==> config.mk <==
export PLATFORM = sky130hd
export DESIGN_NAME = enc16to4_pend
export DESIGN_NICKNAME = d
export VERILOG_FILES = /design/src/rtl/enc16to4_pend.sv
export SDC_FILE = /design/constraint.sdc
export NUM_CORES = 1
export LEC_CHECK = 0
export ABC_AREA = 1
export CAP_MARGIN = 20
export CELL_PAD_IN_SITES_DETAIL_PLACEMENT = 1
export CELL_PAD_IN_SITES_GLOBAL_PLACEMENT = 2
export CORE_MARGIN = 8
export CORE_UTILIZATION = 30
export CTS_BUF_LIST = sky130_fd_sc_hd__clkbuf_4
export DETAILED_ROUTE_END_ITERATION = 7
export GPL_ROUTABILITY_DRIVEN = 0
export PLACE_DENSITY = 0.88
export SLEW_MARGIN = 20
export SYNTH_ARGS = -nofsm -noshare
export SYNTH_HDL_FRONTEND = slang
export SYNTH_SLANG_ARGS = --single-unit
export TNS_END_PERCENT = 30
==> constraint.sdc <==
create_clock -name clk -period 2.7 [get_ports clk]
set_clock_uncertainty 0.15 [all_clocks]
set_input_delay 0.675 -clock clk [delete_from_list [all_inputs] [get_ports clk]]
set_output_delay 0.675 -clock clk [all_outputs]
set_load 0.005 [all_outputs]
==> src/rtl/enc16to4_pend.sv <==
// -----------------------------------------------------------------------------
// enc16to4_pend -- sequential 16-to-4 encoder with a pending-request register.
//
// Request bits arriving on `in` (while `en`=1) are captured into a pending
// register. A two-state FSM issues the index of one pending bit at a time on a
// valid/ready handshake and clears that bit as it is issued. The stream of
// indices can be fed to the 4-to-16 decoder downstream to regenerate one-hot
// lines.
//
// Handshake: `out` is offered while `valid`=1 and is held stable until the
// cycle in which `ready`=1; that edge is the transfer. If more requests are
// pending, the next index is loaded on that same edge (no bubble). `ready`
// is ignored while `valid`=0.
//
// Optional build macro:
//   ROUND_ROBIN_EN  rotating-priority selection (search starts one below the
//                   last issued index, descending, wrapping). Undefined:
//                   fixed priority, highest set index wins.
//
// Ports:
//   clk      in   rising-edge clock
//   rst_n    in   asynchronous active-low reset
//   en       in   capture enable for `in`
//   in       in   WIDTH request lines
//   ready    in   consumer accepts `out` when valid & ready
//   out      out  IDX_W issued index
//   valid    out  `out` holds a request
//   idle     out  pending register empty and nothing offered (combinational)
//   dropped  out  one-cycle pulse: an incoming bit was already pending
//   state_o  out  debug view of the FSM state (0 = IDLE, 1 = HOLD)
// -----------------------------------------------------------------------------
module enc16to4_pend #(
   parameter int WIDTH = 16,
   parameter int IDX_W = 4
) (
   input  logic             clk,
   input  logic             rst_n,
   input  logic             en,
   input  logic [WIDTH-1:0] in,
   input  logic             ready,
   output logic [IDX_W-1:0] out,
   output logic             valid,
   output logic             idle,
   output logic             dropped,
   output logic             state_o
);

   typedef enum logic {
      ST_IDLE = 1'b0,
      ST_HOLD = 1'b1
   } state_t;

   state_t           state_q;
   logic [WIDTH-1:0] pending_q, pending_d;
   logic [IDX_W-1:0] out_q;
   logic             valid_q;
   logic             dropped_q, dropped_d;

   logic [IDX_W-1:0] sel;
   logic             issue;
   logic [WIDTH-1:0] clr_mask;

`ifdef ROUND_ROBIN_EN
   // Search start point for the rotating priority; reset so the first search
   // begins at the top index.
   logic [IDX_W-1:0] ptr_q;
   logic [IDX_W-1:0] rr_idx;

   // Walk from the farthest candidate towards ptr_q so the candidate closest
   // to ptr_q (in descending, wrapping order) is the last to overwrite sel.
   always_comb begin
      sel    = '0;
      rr_idx = '0;
      for (int k = WIDTH - 1; k >= 0; k--) begin
         rr_idx = ptr_q - IDX_W'(k);
         if (pending_q[rr_idx]) begin
            sel = rr_idx;
         end
      end
   end
`else
   // Fixed priority: ascending scan, so the highest set index is kept.
   always_comb begin
      sel = '0;
      for (int i = 0; i < WIDTH; i++) begin
         if (pending_q[i]) begin
            sel = IDX_W'(i);
         end
      end
   end
`endif

   // An index is issued when something is pending and the output slot is
   // free (IDLE) or being vacated this edge (HOLD with ready). In HOLD the
   // held bit was already cleared, so pending_q is "pending after clearing".
   always_comb begin
      issue     = (|pending_q) & ((state_q == ST_IDLE) | ready);
      clr_mask  = issue ? (WIDTH'(1) << sel) : '0;
      // Clear first, then OR in new requests: a bit re-requested on the edge
      // it is issued stays pending.
      pending_d = (pending_q & ~clr_mask) | (en ? in : '0);
      dropped_d = en & (|(in & pending_q & ~clr_mask));
   end

   always_ff @(posedge clk or negedge rst_n) begin
      if (!rst_n) begin
         state_q   <= ST_IDLE;
         pending_q <= '0;
         out_q     <= '0;
         valid_q   <= 1'b0;
         dropped_q <= 1'b0;
`ifdef ROUND_ROBIN_EN
         ptr_q     <= IDX_W'(WIDTH - 1);
`endif
      end else begin
         pending_q <= pending_d;
         dropped_q <= dropped_d;
`ifdef ROUND_ROBIN_EN
         if (issue) begin
            ptr_q <= sel - 1'b1;
         end
`endif
         case (state_q)
            ST_IDLE: begin
               if (issue) begin
                  out_q   <= sel;
                  valid_q <= 1'b1;
                  state_q <= ST_HOLD;
               end
            end
            ST_HOLD: begin
               if (ready) begin
                  if (issue) begin
                     out_q <= sel;
                  end else begin
                     valid_q <= 1'b0;
                     state_q <= ST_IDLE;
                  end
               end
            end
            default: begin
               valid_q <= 1'b0;
               state_q <= ST_IDLE;
            end
         endcase
      end
   end

   assign out     = out_q;
   assign valid   = valid_q;
   assign dropped = dropped_q;
   assign idle    = (pending_q == '0) & ~valid_q;
   assign state_o = state_q;

endmodule

==> key figures <==
Routing
  – Final WL: 4090 µm
  – Top Metal Used: met4
  – DR vias: 1311
  – Drt pass-1 iters: 4
  – DRC viols: 0
  – Initial DRC Count: 72
  – Met1 wire length: 1920 µm
  – Vias per cell: 4.89
  – Final ANT Viol Nets: 0
  – Routed wl met2: 1990 µm
  – WL/cell: 15.3 µm
  – Routed met3 length: 101 µm

Clock tree
  – TritonCTS Sinks: 23
  – Clock transition at path regs: 0.13 ns
  – Clock Tree Root: clkbuf_4
  – H-Tree Depth: 1
  – Clk_lat worst skew: 0.33 ns
  – CTS Hold Buffers Added: 0
  – CTS tree: done
  – Num CTS Buffers: 3
  – Clk buf depth: 2

Floorplanning
  – # IOs: 28
  – DIE AREA: 0.00710 mm²
  – Core area: 0.00460 mm²
  – Initial Utilization: 0.304
  – Die X-Extent: 84.3 µm
  – Row cnt: 25
  – Die height: 84.3 µm

Synth
  – Synth Area in Adders: 0
  – Top cells by area, synth: dfrtp_1 41%, nand2_1 12%, inv_1 6.4%
  – Seq cells post-synth: 23
  – Post-synthesis instance area: 0.00140 mm²
  – Post-synth EDFFs: 0
  – Yosys cell types: 25
  – Post-synthesis mux area share: 0
  – Gate count of the mapped netlist: 178
  – Post-synthesis area per instance: 7.86 µm²
  – Post-synthesis compound-gate area fraction: 0.163
  – Async SR Flop Fraction: 1.00
  – XOR/XNOR Fraction of Synth Area: 0
  – Net count after synthesis: 198
  – Most common cell in the netlist: nand2_1
  – Sequential share of the synthesized area: 0.411
  – Synth Warn #: 0
  – Simple-gate area share of the yosys netlist: 0.330
  – Post-synth top area share: 0.411
  – Commonest cells post-synth: 45 x nand2_1, 24 x inv_1, 23 x dfrtp_1
  – Largest family of logic cells by synthesized area: simple AND/OR/NAND/NOR gates
  – Cell taking the most area after synthesis: dfrtp_1
  – Most used flip-flop cell after synthesis: dfrtp_1

Placement
  – DP HPWL: 3200 µm
  – IO Port Bufs: 27
  – Pre-CTS worst setup slack: 0.0498 ns

STA
  – Worst Tran Pin Value: 0.586 ns
  – Post-layout minimum cycle time: 2.55 ns
  – Hold Vio Cnt, Final: 0
  – Setup TNS Final: 0 ns
  – Tcrit/Tclk final: 0.944
  – Finish-stage setup viols: 0
  – Slew Limit Fails: 0
  – Final WS setup: 0.152 ns
  – RSZ-0062 raised after global routing: no
  – Fmax: 392 MHz
  – Slew Limit Headroom: 0.608

Global routing
  – Total GRT Usage: 0.117
  – GR Overflow Total: 0
  – Vias in the first global route: 1437
  – Initial antenna violation count: 0
  – Largest net degree at the start of global routing: 24
  – First-pass GRT wire length: 6840 µm

Setup path
  – CP required: 1.88 ns
  – Startpoint Class: flop
  – WP data arrival: 1.72 ns
  – Critical Path Sink Type: primary output
  – Slowest cell delay on critical path: 0.42 ns
  – CP max FO: 6
  – Worst R2R End: dropped$_DFF_PN0_
  – Crit path max-delay family: buffers and inverters
  – Slowest library cell on the worst path: dfrtp_1
  – Setup CP Type: reg2out
  – R2R Path Start: pending_q[6]$_DFF_PN0_
  – Flop2flop setup slack: 0.43 ns
  – CP bufs+invs: 3
  – Critical path cell sequence: inv_2 -> nand2_4 -> nor3_4 -> nand2_2 -> inv_2 -> nand2_2 -> nor2_2 -> dlygate4sd2_1
  – R2R depth: 12

Final layout
  – Final Core Density: 0.397
  – Fillers: 558
  – Final Net Count: 235
  – Area Growth Syn to Fin: 30.5%
  – N_diodes: 0
  – Area occupied by multi-input gates: 709 µm²
  – Sequential cell area: 576 µm²
  – Layout cells sized above 1: 0.178

Hold path
  – Hold Path Origin: state_o$_DFF_PN0_
  – Hold Path Stages: 1
  – Hold crit path type: reg2reg
  – Worst Hold Path EP: valid$_DFFE_PN0P_

Pwr
  – P_leak: 0.000902 µW
  – Seq pwr share: 0.502
  – Power Density: 419 mW/mm²
  – Sw frac: 0.326
  – Clock Power Share: 0.239
  – P_int: 516 µW
  – Combinational share of power: 0.259
  – Net Switching: 249 µW
  – VDD IR max: 0.000155 V

Job
  – Max-cap check violation count: 0

Run status
  – Status: completed
## routing by layer
metal | GRT usage | vias up
met5 | 0 | -
met4 | 0.0534 | 0
met3 | 0.0116 | 5
met2 | 0.192 | 21
met1 | 0.149 | 622
li1 | - | 663
## worst register-to-register path, delay by kind of cell (launching register included)
kind,cells,cell delay (ns)
simple gates,5,0.50
compound gates,3,0.58
flops,1,0.41
buf+inv,4,0.57
## layout make-up
class                           instances  share of cell area
Timing Repair Buffer                   34               0.176
Sequential cell                        23               0.315
Inverter                               31              0.0665
Tap cell                               54              0.0370
Clock buffer                            4              0.0164
Multi-Input combinational cell        122               0.389
## cells in the final DEF, fill, tap and decap left out
| cell | instances |
|---|---|
| a22o_2 | 2 |
| nor2_2 | 3 |
| inv_1 | 24 |
| nand4_1 | 13 |
| nand2_2 | 5 |
| buf_4 | 7 |
| dlygate4sd2_1 | 1 |
| nor4_4 | 1 |
| nand2_4 | 3 |
| a31oi_4 | 1 |
| o21ai_0 | 9 |
| nand3_1 | 15 |
| a22o_1 | 8 |
| o21bai_2 | 1 |
| dfrtp_1 | 23 |
| nand3_2 | 2 |
| o21bai_1 | 4 |
| inv_4 | 2 |
| clkdlybuf4s50_1 | 26 |
| a31oi_1 | 1 |
| a21oi_1 | 3 |
| nor3_4 | 1 |
| clkbuf_4 | 4 |
| a21oi_2 | 1 |
| nor2_1 | 4 |
| inv_2 | 5 |
| nand2_1 | 45 |
## metrics by stage
stage / power, µW / hold slack (ns) / instance area (µm²) / instances
3_5_place_dp: 587 / 0.327 / 1750 / 260
5_1_grt: 811 / 0.408 / 1830 / 268
4_1_cts: 779 / 0.361 / 1830 / 268
3_3_place_gp: 585 / 0.319 / 1750 / 260
6_report: 766 / 0.346 / 1830 / 268
2_1_floorplan: 496 / 0.229 / 1400 / 178
## cells by family (layout without fill, tap and decap cells)
family                 after synthesis  after routing
AND/OR/NAND/NOR                     92             92
flip-flops                          23             23
AO/OA/AOI/OAI                       30             30
buffers and inverters               33             69
## registers in the layout (all words and copies together) (netlist names)
register,cells
dropped,1
out,4
valid,1
state_o,1
pending_q,16
## power by group through the flow
stage,registers [µW],clock network (µW),logic [µW]
after floorplan,386,0,110
after global placement,388,0,197
after detailed placement,389,0,198
final,384,183,199
after CTS,384,195,200
after global routing,388,203,220
## timing repair
| action | CTS | global route |
|---|---|---|
| pin swaps | 3 | 1 |
| gates resized for setup | 5 | 0 |
| setup buffers | 4 | 0 |
| endpoints found under the hold margin | 0 | 0 |
| endpoints found under the setup margin | 1 | 1 |
## how the worst max path moves through the flow
stage | start | to | slack (ns) | cells past startpoint
floorplan | pending_q[5]$_DFF_PN0_ | idle | 0.79 | 5
global placement | pending_q[5]$_DFF_PN0_ | idle | 0.07 | 6
detailed placement | pending_q[5]$_DFF_PN0_ | idle | 0.05 | 6
CTS | pending_q[5]$_DFF_PN0_ | idle | 0.10 | 6
global route | pending_q[15]$_DFF_PN0_ | idle | 0.02 | 8
finish | pending_q[15]$_DFF_PN0_ | idle | 0.15 | 8
(Power assumes the default switching activity.)
